File: src/rtl/abc_sweep_ctrl.sv
// Sweeps {a,b,c} through all 8 vectors of the lab datapath, holding each for
// HOLD_CYCLES clocks, and checks the sampled x/y against expected truth tables.
module abc_sweep_ctrl #(
  parameter int unsigned HOLD_CYCLES = 4,
  parameter logic [7:0]  EXP_X       = 8'hE8,
  parameter logic [7:0]  EXP_Y       = 8'h96
) (
  input  logic       clk,
  input  logic       rst,
  input  logic       start,
  input  logic       abort,
  input  logic       x_in,
  input  logic       y_in,
  output logic       a_out,
  output logic       b_out,
  output logic       c_out,
  output logic [2:0] vec_idx,
  output logic       busy,
  output logic       done,
  output logic       pass,
  output logic [3:0] err_cnt,
  output logic [2:0] first_err,
  output logic       first_err_vld,
  output logic [7:0] x_cap,
  output logic [7:0] y_cap
);

  localparam int unsigned HOLD_W = 4;
  localparam int unsigned VEC_W  = 3;
  localparam int unsigned CNT_W  = 4;
  localparam logic [HOLD_W-1:0] HOLD_LAST = HOLD_W'(HOLD_CYCLES - 1);
  localparam logic [VEC_W-1:0]  VEC_LAST  = VEC_W'(7);

  typedef enum logic [1:0] {
    IDLE  = 2'd0,
    DRIVE = 2'd1,
    DONE  = 2'd2
  } state_e;

  state_e            state_q, state_d;
  logic [HOLD_W-1:0] hold_cnt_q, hold_cnt_d;
  logic [VEC_W-1:0]  vec_idx_q, vec_idx_d;
  logic [2:0]        abc_q, abc_d;
  logic              busy_q, busy_d;
  logic              done_q, done_d;
  logic              pass_q, pass_d;
  logic [CNT_W-1:0]  err_cnt_q, err_cnt_d;
  logic [VEC_W-1:0]  first_err_q, first_err_d;
  logic              first_err_vld_q, first_err_vld_d;
  logic [7:0]        x_cap_q, x_cap_d;
  logic [7:0]        y_cap_q, y_cap_d;
  logic              mismatch_c;

  assign mismatch_c = (x_in != EXP_X[vec_idx_q]) || (y_in != EXP_Y[vec_idx_q]);

  // State and result registers; everything clears immediately on rst.
  always_ff @(posedge clk or posedge rst) begin
    if (rst) begin
      state_q         <= IDLE;
      hold_cnt_q      <= '0;
      vec_idx_q       <= '0;
      abc_q           <= '0;
      busy_q          <= 1'b0;
      done_q          <= 1'b0;
      pass_q          <= 1'b0;
      err_cnt_q       <= '0;
      first_err_q     <= '0;
      first_err_vld_q <= 1'b0;
      x_cap_q         <= '0;
      y_cap_q         <= '0;
    end else begin
      state_q         <= state_d;
      hold_cnt_q      <= hold_cnt_d;
      vec_idx_q       <= vec_idx_d;
      abc_q           <= abc_d;
      busy_q          <= busy_d;
      done_q          <= done_d;
      pass_q          <= pass_d;
      err_cnt_q       <= err_cnt_d;
      first_err_q     <= first_err_d;
      first_err_vld_q <= first_err_vld_d;
      x_cap_q         <= x_cap_d;
      y_cap_q         <= y_cap_d;
    end
  end

  // Next-state and next-output logic.
  always_comb begin
    state_d         = state_q;
    hold_cnt_d      = hold_cnt_q;
    vec_idx_d       = vec_idx_q;
    pass_d          = pass_q;
    err_cnt_d       = err_cnt_q;
    first_err_d     = first_err_q;
    first_err_vld_d = first_err_vld_q;
    x_cap_d         = x_cap_q;
    y_cap_d         = y_cap_q;

    unique case (state_q)
      IDLE: begin
        if (start && !abort) begin
          state_d         = DRIVE;
          vec_idx_d       = '0;
          hold_cnt_d      = '0;
          err_cnt_d       = '0;
          x_cap_d         = '0;
          y_cap_d         = '0;
          pass_d          = 1'b0;
          first_err_vld_d = 1'b0;
        end
      end
      DRIVE: begin
        if (abort) begin
          // Abort beats a same-edge sample; partial captures are kept.
          state_d    = IDLE;
          hold_cnt_d = '0;
          pass_d     = 1'b0;
        end else if (hold_cnt_q == HOLD_LAST) begin
          x_cap_d[vec_idx_q] = x_in;
          y_cap_d[vec_idx_q] = y_in;
          hold_cnt_d         = '0;
          if (mismatch_c) begin
            err_cnt_d = err_cnt_q + CNT_W'(1);
            if (!first_err_vld_q) begin
              first_err_d     = vec_idx_q;
              first_err_vld_d = 1'b1;
            end
          end
          if (vec_idx_q == VEC_LAST) begin
            state_d = DONE;
            pass_d  = (err_cnt_d == '0);
          end else begin
            vec_idx_d = vec_idx_q + VEC_W'(1);
          end
        end else begin
          hold_cnt_d = hold_cnt_q + HOLD_W'(1);
        end
      end
      DONE: begin
        state_d    = IDLE;
        hold_cnt_d = '0;
      end
      default: begin
        state_d    = IDLE;
        hold_cnt_d = '0;
      end
    endcase

    busy_d = (state_d == DRIVE);
    done_d = (state_d == DONE);
    abc_d  = (state_d == DRIVE) ? vec_idx_d : 3'b000;
  end

  assign a_out         = abc_q[2];
  assign b_out         = abc_q[1];
  assign c_out         = abc_q[0];
  assign vec_idx       = vec_idx_q;
  assign busy          = busy_q;
  assign done          = done_q;
  assign pass          = pass_q;
  assign err_cnt       = err_cnt_q;
  assign first_err     = first_err_q;
  assign first_err_vld = first_err_vld_q;
  assign x_cap         = x_cap_q;
  assign y_cap         = y_cap_q;

endmodule

File: config.mk
export PLATFORM = sky130hd
export DESIGN_NAME = abc_sweep_ctrl
export DESIGN_NICKNAME = d
export VERILOG_FILES = /design/src/rtl/abc_sweep_ctrl.sv
export SDC_FILE = /design/constraint.sdc
export NUM_CORES = 1
export LEC_CHECK = 0
export ABC_AREA = 1
export CORE_MARGIN = 2
export CORE_UTILIZATION = 53
export CTS_BUF_LIST = sky130_fd_sc_hd__clkbuf_8
export DETAILED_ROUTE_END_ITERATION = 10
export GPL_ROUTABILITY_DRIVEN = 0
export MAX_ROUTING_LAYER = met4
export PLACE_DENSITY = 0.8
export SYNTH_ARGS = -nofsm -noshare
export SYNTH_HDL_FRONTEND = slang
export SYNTH_SLANG_ARGS = --single-unit
File: constraint.sdc
create_clock -name clk -period 2.1 [get_ports clk]
set_input_delay 0.42 -clock clk [delete_from_list [all_inputs] [get_ports clk]]
set_output_delay 0.42 -clock clk [all_outputs]
set_load 0.005 [all_outputs]
Word-level counts from Yosys, hierarchy flattened
Memory sizes are Yosys's and may differ from the RTL's.
Cells that the tools add are included.

operators by class
  add/subtract/negate cells = 3
  magnitude comparators = 2
  multiplexer cells = 44
  div/mod/pow operators = 0
  equality and inequality tests = 13
  shifts and indexed selects = 0
  bitwise operators = 2
  reductions and logical operators = 11
  multiply operators = 0

operators by type and width
  kind                 number
  $mux 8               5
  $mux 4               9
  $pmux 8 s2           2
  $bwmux 8             2
  $pmux 4 s2           2
  $mux 3               5
  $mux 1               10
  $reduce_and 5->1     2
  $add 4x1->4 const B  2
  $mux 2               4
  $ne 2x2->1 const B   4
  $reduce_and 4->1     2
  $ne 3x3->1 const B   2
  $pmux 3 s2           1
  $eq 2x1->1 const B   2
  $eq 4x2->1 const B   1
  $logic_not 4->1      1
  $lt 3x4->1 const B   1
  $pmux 1 s2           2
  $pmux 2 s2           1
  $add 3x1->3 const B  1
  $demux 1 s3          1
  $eq 3x3->1 const B   1
  $ge 3x1->1 const B   1
  other kinds (8)      11

storage, ports and cells
  register bits = 39
  output and inout port bits = 33
  RAM bits = 0
  memories = 2
  ROM bits = 16
  bits in latches = 0

memories
  memory           depth  width  read ports  clocked after memory_dff  wr ports  line  source
  (no name shown)  8      1      1           0                         0         54    assign mismatch_c = (x_in != EXP_X[vec_idx_q]) || (y_in != EXP_Y[vec_idx_q]);
  (no name shown)  8      1      1           0                         0         54

Depth between registers and ports, before layout
  depth in word-level cells = 13
  mapped depth = 12
  depth with buffers taken out = 12

Least setup slack after synthesis
No wires, ideal clock.

  kind = register to register
  start point = reg vec_idx_q[0] (netlist: vec_idx[0])
  end point = reg err_cnt_q[2] (netlist: err_cnt[2])
  library setup time = 0.121 ns
  path slack = 0.464 ns
  clock period less this slack = 1.636 ns
  stages on the path, launching flop included = 10
  arrival time = 1.515 ns
  path through = dfrtp_1 inv_2 ha_1 inv_1 nand3_1 nand2_4 nand2_4 nand2_1 nand2_1 a22o_1

between the ends
  longest elaborated chain between the ends = 11

RTL lines
  element                       line  source
  start: declaration            42    logic [VEC_W-1:0] vec_idx_q, vec_idx_d;
  start signal: assignment      74    vec_idx_q <= vec_idx_d;
  $mem_v2 8x1                   n/a
  $mux 1 (implied by the code)  54
  $ne 1x1->1                    54
  $logic_or 1x1->1 (*)          54
  $mux 4 (*)                    122   if (mismatch_c) begin
  $mux 4 (*)                    118   end else if (hold_cnt_q == HOLD_LAST) begin
  $mux 4 (*)                    113   if (abort) begin
  $mux 4 (*)                    99    unique case (state_q)
  $mux 4 (*)                    118
  $mux 4 (*)                    113
  $pmux 4 s2 (*)                99
  end signal: assignment        79    err_cnt_q <= err_cnt_d;
  end: declaration              47    logic [CNT_W-1:0] err_cnt_q, err_cnt_d;

Every way passes the cells marked *; elsewhere a longest branch is shown, timed or not. The select of a mux whose other input is x is not followed.
A chain may end at the register's enable or synchronous reset.

Worst setup path in the final report
  start point = reg vec_idx_q[2] (netlist: vec_idx[2])
  end point = out vec_idx[2]

RTL lines
  element           line  source
  end: declaration  17    output logic [2:0] vec_idx,

No word-level cell between the ends.

==> flow_summary_export.csv <==
group,metric,value,unit
place,hpwl,3130,µm
sta,slew_violations,0,
power,cellPowerDensity,635,nW/µm²
layout,fin_area,2510,µm²
routing,drt_iter0_markers,59,
clock_network,cts_tree,"built",
setup_path,r2r_start,"vec_idx[1]",
sta,finalHoldViolations,0,
layout,final_cells,321,
layout,fin_nets,283,
power,p_total,1.60,mW
die,ioPinCount,39,
clock_network,holdBufCountCts,0,
setup_path,cp-start-kind,"flop",
sta,post-route-period-util,0.916,
setup_path,crit_required,1680,ps
sta,setup-tns-final,0,ps
setup_path,crit_path_end_kind,"output port",
setup_path,cp.arrival,1500,ps
power,pwr-share-comb,0.144,
power,swShare,0.247,
die,die_x,64.9,µm
sta,final.setup.worst_slack,175,ps
sta,hold_ws,486,ps
power,p_leak,1.18,nW
clock_network,numCtsBuffers,5,
layout,drive_gt1_frac,0.132,
setup_path,cp_slowest_cell,"dfrtp_1",
routing,wl,4240,µm
hold_path,hp-class,"flop to flop",
power,p_seq_frac,0.494,
global_routing,overflow,0,
power,p_switching,394,µW
setup_path,rrSetupSlack,350,ps
sta,tightest_slew,474,ps
hold_path,min_from,"pass",
routing,drc,0,
place,place_area,2410,µm²
place,numPortBuffers,38,
global_routing,antenna_found_initial,0,
hold_path,min_to,"pass",
synthesis,synth.distinct_cells,28,
die,dieArea,4210,µm²
die,num_rows,22,
routing,via_per_inst,5.11,
sta,rsz0062_at_grt,"no",
layout,fillers,296,
synthesis,synth_warnings,0,
clock_network,cts_setup_buffers,0,
synthesis,syn-num-nets,237,
clock_network,post_cts_resized,0,
global_routing,gr-usage-all-layers,0.236,
synthesis,synth_area_per_cell,8.66,µm²
clock_network,clockBufferDepth,2,
setup_path,cp_max_fo,12,
routing,drtPass1Iterations,4,
clock_network,clk_pin_slew,70,ps
setup_path,rr_worst_depth,11,
place,post-place-ws,227,ps
routing,vias,1640,
clock_network,cts_sinks,39,
sta,skew,2.82,ps
setup_path,worst-path-buf-inv,1,
power,ir_worst_vdd,0.000474,V
sta,worst_slew_margin_rel,0.684,
hold_path,hold_depth,2,
power,p_int,1.20,mW
clock_network,worstSkewPairLatency,280,ps
routing,wl_per_cell,13.2,µm
synthesis,yosys-top-cells-area,"dfrtp_1 (50%), nand2_1 (7.8%), inv_1 (6.9%)",
setup_path,critical_path_class,"flop to output port",
layout,diodes,0,
routing,drtAntennaViolNets,0,
sta,fmaxAchievable,0.520,GHz
sta,setup-violations-final,0,
layout,area_growth,27.8,%
synthesis,yosysSeqAreaShare,0.496,
clock_network,root_buffer,"clkbuf_8",
die,start_util,0.545,
synthesis,syn_area,1970,µm²
setup_path,critPathTopFamily,"flip-flops",
synthesis,synth_top_area_cell,"dfrtp_1",
global_routing,grt_max_degree,40,
place,place_inst,314,
flow_run,maxCapViolCount,0,
synthesis,synth_seq_cells,39,
global_routing,grt_pass1_vias,1640,
status,status,"finished, final reports clean",
setup_path,cp_slowest_stage_delay,630,ps
synthesis,synth_top_area_frac,0.496,
global_routing,grt_pass1_wl,7290,µm
power,power_frac_clock,0.362,
clock_network,htree_levels,2,
sta,post-route-min-period,1920,ps
die,dieHeight,64.9,µm
setup_path,r2r-end,"pass",
synthesis,postSynthCellCount,227,
die,coreArea,3610,µm²
layout,post-route-util,0.697,
setup_path,crit_path_cell_trace,"clkdlybuf4s50_1",
[kinds of logic (layout without fill, tap and decap cells)]
logic type,Yosys count,in the layout,synth area share
fa+ha+maj,4,4,0.0254
simple gates,93,93,0.242
flops,39,39,0.496
buf+inv,45,91,0.0922
compound gates,43,43,0.127
xor+xnor,3,3,0.0172
[metal layers]
layer / GRT usage / wire, µm / share of wire / vias up
met5: - / 0 / 0 / -
li1: - / - / - / 818
met1: 0.289 / 1980 / 0.47 / 768
met3: 0.0573 / 166 / 0.039 / 12
met4: 0.101 / 111 / 0.026 / 0
met2: 0.374 / 1980 / 0.47 / 42
[Yosys cell counts]
cell type / count
xor2_1: 2
o21a_1: 1
ha_1: 4
a21oi_2: 1
o22ai_2: 1
nand2_2: 7
o21ai_1: 20
nand4_1: 2
nand2_4: 4
nor2_1: 11
nand2_1: 41
o22ai_1: 5
xor2_2: 1
inv_4: 2
nand3_4: 1
o21ai_2: 2
dfrtp_1: 39
nor2_4: 1
nor3_1: 10
a21oi_1: 6
a22o_1: 2
inv_1: 36
nand3_1: 14
nand3_2: 1
nor2_8: 1
buf_6: 1
o21ai_0: 5
inv_2: 6
[state kept, by name, indices dropped and copies added (netlist names)]
name	flops
x_cap	8
y_cap	8
err_cnt	4
hold_cnt_q	4
abc_q	3
first_err	3
vec_idx	3
state_q	2
busy	1
done	1
first_err_vld	1
pass	1
[power by group through the flow]
stage / Combinational [mW] / Clock [mW] / Sequential [mW]
floorplan: 0.145 / 0 / 0.804
global placement: 0.224 / 0 / 0.801
detailed placement: 0.228 / 0 / 0.803
CTS: 0.230 / 0.596 / 0.789
global route: 0.255 / 0.639 / 0.791
finish: 0.229 / 0.578 / 0.788
[final cells by class]
type                    instances  area (µm²)  area share
clock buffers                   5        68.8      0.0274
clock inverters                 2        33.8      0.0134
inverters                      44         170      0.0677
multi-input cells             143         810       0.322
flip-flops and latches         39         976       0.388
well taps                      48        60.1      0.0239
repair buffers                 40         395       0.157
[worst max-delay path by stage]
stage | startpoint | endpoint | slack (ps) | cells after the start
CTS | vec_idx[2] | vec_idx[2] | 170 | 1
global route | vec_idx[2] | vec_idx[2] | 120 | 1
finish | vec_idx[2] | vec_idx[2] | 180 | 1
global placement | abort | y_cap[2] | 270 | 9
detailed placement | abort | y_cap[0] | 230 | 9
floorplan | vec_idx[0] | err_cnt[2] | 460 | 9
[placed cells by master (no fill, tap or decap), drive strengths merged, types with 3 or more instances in the layout]
master and instances:
nand2 52, dfrtp 39, ha 4, a21oi 7, nand3 16, inv 45, clkbuf 5, o21ai 27
xor2 3, nor3 10, clkdlybuf4s50 38, o22ai 6, nor2 13
(Power assumes the default switching activity.)
